### src/rtl/mr1_rsp_delay_line.sv
// Fixed-latency valid/data shift register carrying read responses.
module mr1_rsp_delay_line #(
    parameter int unsigned LATENCY = 2,
    parameter int unsigned DATA_W  = 32
) (
    input  logic              clk,
    input  logic              reset_n,
    input  logic              in_valid_i,
    input  logic [DATA_W-1:0] in_data_i,
    output logic              out_valid_o,
    output logic [DATA_W-1:0] out_data_o
);
    logic [LATENCY-1:0] vld_q;
    logic [DATA_W-1:0]  data_q [LATENCY];

    always_ff @(posedge clk or negedge reset_n) begin
        if (!reset_n) begin
            vld_q <= '0;
            for (int unsigned i = 0; i < LATENCY; i++) begin
                data_q[i] <= '0;
            end
        end else begin
            vld_q[0]  <= in_valid_i;
            data_q[0] <= in_data_i;
            for (int unsigned i = 1; i < LATENCY; i++) begin
                vld_q[i]  <= vld_q[i-1];
                data_q[i] <= data_q[i-1];
            end
        end
    end

    assign out_valid_o = vld_q[LATENCY-1];
    assign out_data_o  = data_q[LATENCY-1];
endmodule

### config.mk
export PLATFORM = sky130hd
export DESIGN_NAME = mr1_rsp_delay_line
export DESIGN_NICKNAME = d
export VERILOG_FILES = /design/src/rtl/mr1_rsp_delay_line.sv
export SDC_FILE = /design/constraint.sdc
export NUM_CORES = 1
export LEC_CHECK = 0
export CAP_MARGIN = 0
export CORE_UTILIZATION = 46
export DETAILED_ROUTE_END_ITERATION = 12
export HOLD_SLACK_MARGIN = 0.12
export PLACE_DENSITY = 0.88
export RECOVER_POWER = 50
export REMOVE_ABC_BUFFERS = 1
export SETUP_SLACK_MARGIN = 0.1
export SYNTH_ARGS = -nofsm -noshare
export SYNTH_HDL_FRONTEND = slang
export SYNTH_SLANG_ARGS = --single-unit
### constraint.sdc
create_clock -name clk -period 1.4 [get_ports clk]
set_input_delay 0.28 -clock clk [delete_from_list [all_inputs] [get_ports clk]]
set_output_delay 0.28 -clock clk [all_outputs]
set_load 0.02 [all_outputs]
==> Word level (Yosys, flattened, before mapping) <==
Index checks and enable logic that the tools add are counted.
W data, S select, Z words.
{ "word_totals": {"ff_bits": 66, "input_bits": 35, "output_inout_bits": 33, "elab_cells": 3} }

==> Depth between registers and ports, before layout <==
{ "depth": {"word_depth": 0, "depth_mapped": 1, "ltp_nobuf": 0} }

==> Worst setup path before layout <==
Ideal clock, no wire load.
{ "synth_path": {"kind": "register -> output", "startpoint": "register data_q (netlist bit out_data_o[0])", "endpoint": "output out_data_o[0]", "arrival_time_ns": 0.482, "t_required_ns": 1.120, "slack_ns": 0.638, "path_stages_with_launch": 2, "path_buffers": 1, "path_cell_list": "dfrtp_1 buf_4"} }
{ "synth_rtl": {"columns": ["element", "line_no", "source"], "rows": [
  ["from (decl)", "14", "logic [DATA_W-1:0] data_q [LATENCY];"],
  ["from (signal, indexed assignment)", "27", "data_q[i] <= data_q[i-1];"],
  ["to (decl)", "11", "output logic [DATA_W-1:0] out_data_o"]
]} }
No word-level cell between the ends.

==> Final worst setup path <==
{ "layout_path": {"startpoint": "register data_q (netlist bit out_data_o[12])", "endpoint": "output out_data_o[12]"} }
No word-level cell between the ends.

==> results.md <==
- DR WL/cell: 13.6 um
- CP Class: reg2out
- Skew final: 6.54 ps
- CP required: 1120 ps
- Antenna Cells: 0
- Initial Utilization: 0.498
- Detailed Route WL: 2700 um
- Die Span Y: 66.1 um
- I/O pin count: 68
- # H-tree levels: 3
- Avg Cell Area, Syn: 19.3 um2
- Leakage: 1.17 nW
- Area of the multi-input gates: 0 um2
- CP max-delay cell: dfrtp_1
- Share of cells above drive strength 1: 0.106
- Max_slew headroom: 0.779
- Synth Register Bits: 66
- Setup_tns: 0 ps
- DP HPWL: 1900 um
- Finished Cell Area: 2580 um2
- Mapped Cells: 98
- Worst R2R Path Depth: 0
- Cell area after synthesis: 1890 um2
- GP Congestion: 0.669
- CTS Buf Count: 9
- Largest net degree at the start of global routing: 67
- Core box area: 3800 um2
- Most frequent cells in the layout: dfrtp_1 (66), dlygate4sd3_1 (34), clkdlybuf4s15_1 (30)
- Hold Crit Depth: 0
- Worst path cell trace: dlygate4sd2_1
- Drt drc: 0
- MaxCap Viol Count: 0
- Slowest cell delay on critical path: 350 ps
- Initial antenna violation count: 0
- Multi-In Gates: 0
- Row count: 22
- Stages on the worst setup path: 1
- Via count: 817
- Root Buffer: clkbuf_8
- GRT overflow: 0
- Kind of capture point of the worst setup path: output port
- Post-DP Area: 2400 um2
- Worst-Skew Late Latency: 320 ps
- Via density: 4.11
- Cell family with most CP delay: flip-flops
- Synth Warn #: 0
- Most common cell after layout, fill and taps aside: dfrtp_1
- CTS tree: done
- Layout Nets: 181
- Detailed Route Iter0 Violations: 58
- Die area: 4370 um2
- Area grow syn2layout: 36.4%
- Fin crit share: 0.906
- Slew @ Worst Pin: 331 ps
- Clk buf depth: 2
- Finish-stage setup viols: 0
- I/O Buffers: 67
- Fill cell count: 261
- Post-synthesis sequential area ratio: 0.873
- Status: finished, final reports clean
- R2r setup slk: 910 ps
- Clk pin slew, worst setup/hold paths: 60 ps
- CP startpoint kind: flip-flop
- Maximum operating frequency: 789 MHz
- Buffers & Inverters on Critical Path: 1
- Hold Vio Cnt, Final: 0
- GRT Total Usage: 0.151
- CP max FO: 1
- Vias in the first global route: 942
- Arrival time worst endpoint: 990 ps
- First-pass GRT wire length: 4300 um
- Unrepaired setup endpoints after global routing: yes
- Max Slew Vio Count: 0
- Final min period: 1270 ps
- Power Density: 1420 nW/um2
- Routed Antenna Nets: 0
- VDD IR max: 0.000864 V
- Drt pass-1 iters: 2
- HP Class: reg2reg
- Post-synth cell types: 2
- Chip Width: 66.1 um
- CTS sink count: 66
power breakdown:
group	leakage [nW]	internal [W]	switching (W)	total [W]
logic	0.304	0.000124	0.000130	0.000254
registers	0.769	0.00200	0.0000268	0.00203
clock network	0.0965	0.000783	0.000608	0.00139
through the flow:
stage                     worst slack, ps  utilization  hold WS (ps)  total power, W  instances
after floorplan                       704            -         -15.6         0.00212         66
after global placement                216        0.631           304         0.00235        182
after detailed placement              189        0.631           314         0.00237        182
after CTS                            89.7        0.672           347         0.00373        199
after global routing                 93.8        0.680           354         0.00384        199
final                                 132        0.680           343         0.00368        199
synthesized netlist by cell type, drive strengths merged:
cell | count | area, um2
buf | 32 | 240
dfrtp | 66 | 1650
registers in the layout, indices dropped and copies added (netlist names):
signal	cells
data_q	32
out_data_o	32
vld_q	2
per-layer routing:
metal | vias to the layer above | wire [um] | global-route usage
met5 | - | 0 | 0
met4 | 0 | 61 | 0.104
met3 | 8 | 158 | 0.0569
met2 | 39 | 1590 | 0.261
met1 | 407 | 891 | 0.148
li1 | 363 | - | -
final timing paths:
path,from,endpoint
hold / removal,data_q[48],out_data_o[16]
hold reg to reg,data_q[48],out_data_o[16]
setup / recovery,out_data_o[12],out_data_o[12]
max in group asynchronous,reset_n,data_q[45]
setup reg to reg,data_q[53],out_data_o[21]
min in group asynchronous,reset_n,data_q[36]
kinds of logic after synthesis:
kind of cell	after synthesis	synth area share
flip-flops	66	0.873
buffers and inverters	32	0.127
area by class of cell:
cell class,instances,area [um2],share of cell area
tap,48,60.1,0.0233
timing repair buffer,69,687,0.266
clock buffer,14,173,0.0669
sequential,66,1650,0.640
clock inverter,2,10.0,0.00388
what timing repair did:
item | in CTS | in global routing
buffers inserted | 0 | 0
endpoints found under the setup margin | 33 | 28
resized for setup | 36 | 29
hold buffers | 1 | 0
hold endpoints to repair | 66 | 0
No activity file was read; power rests on OpenSTA's default activity.
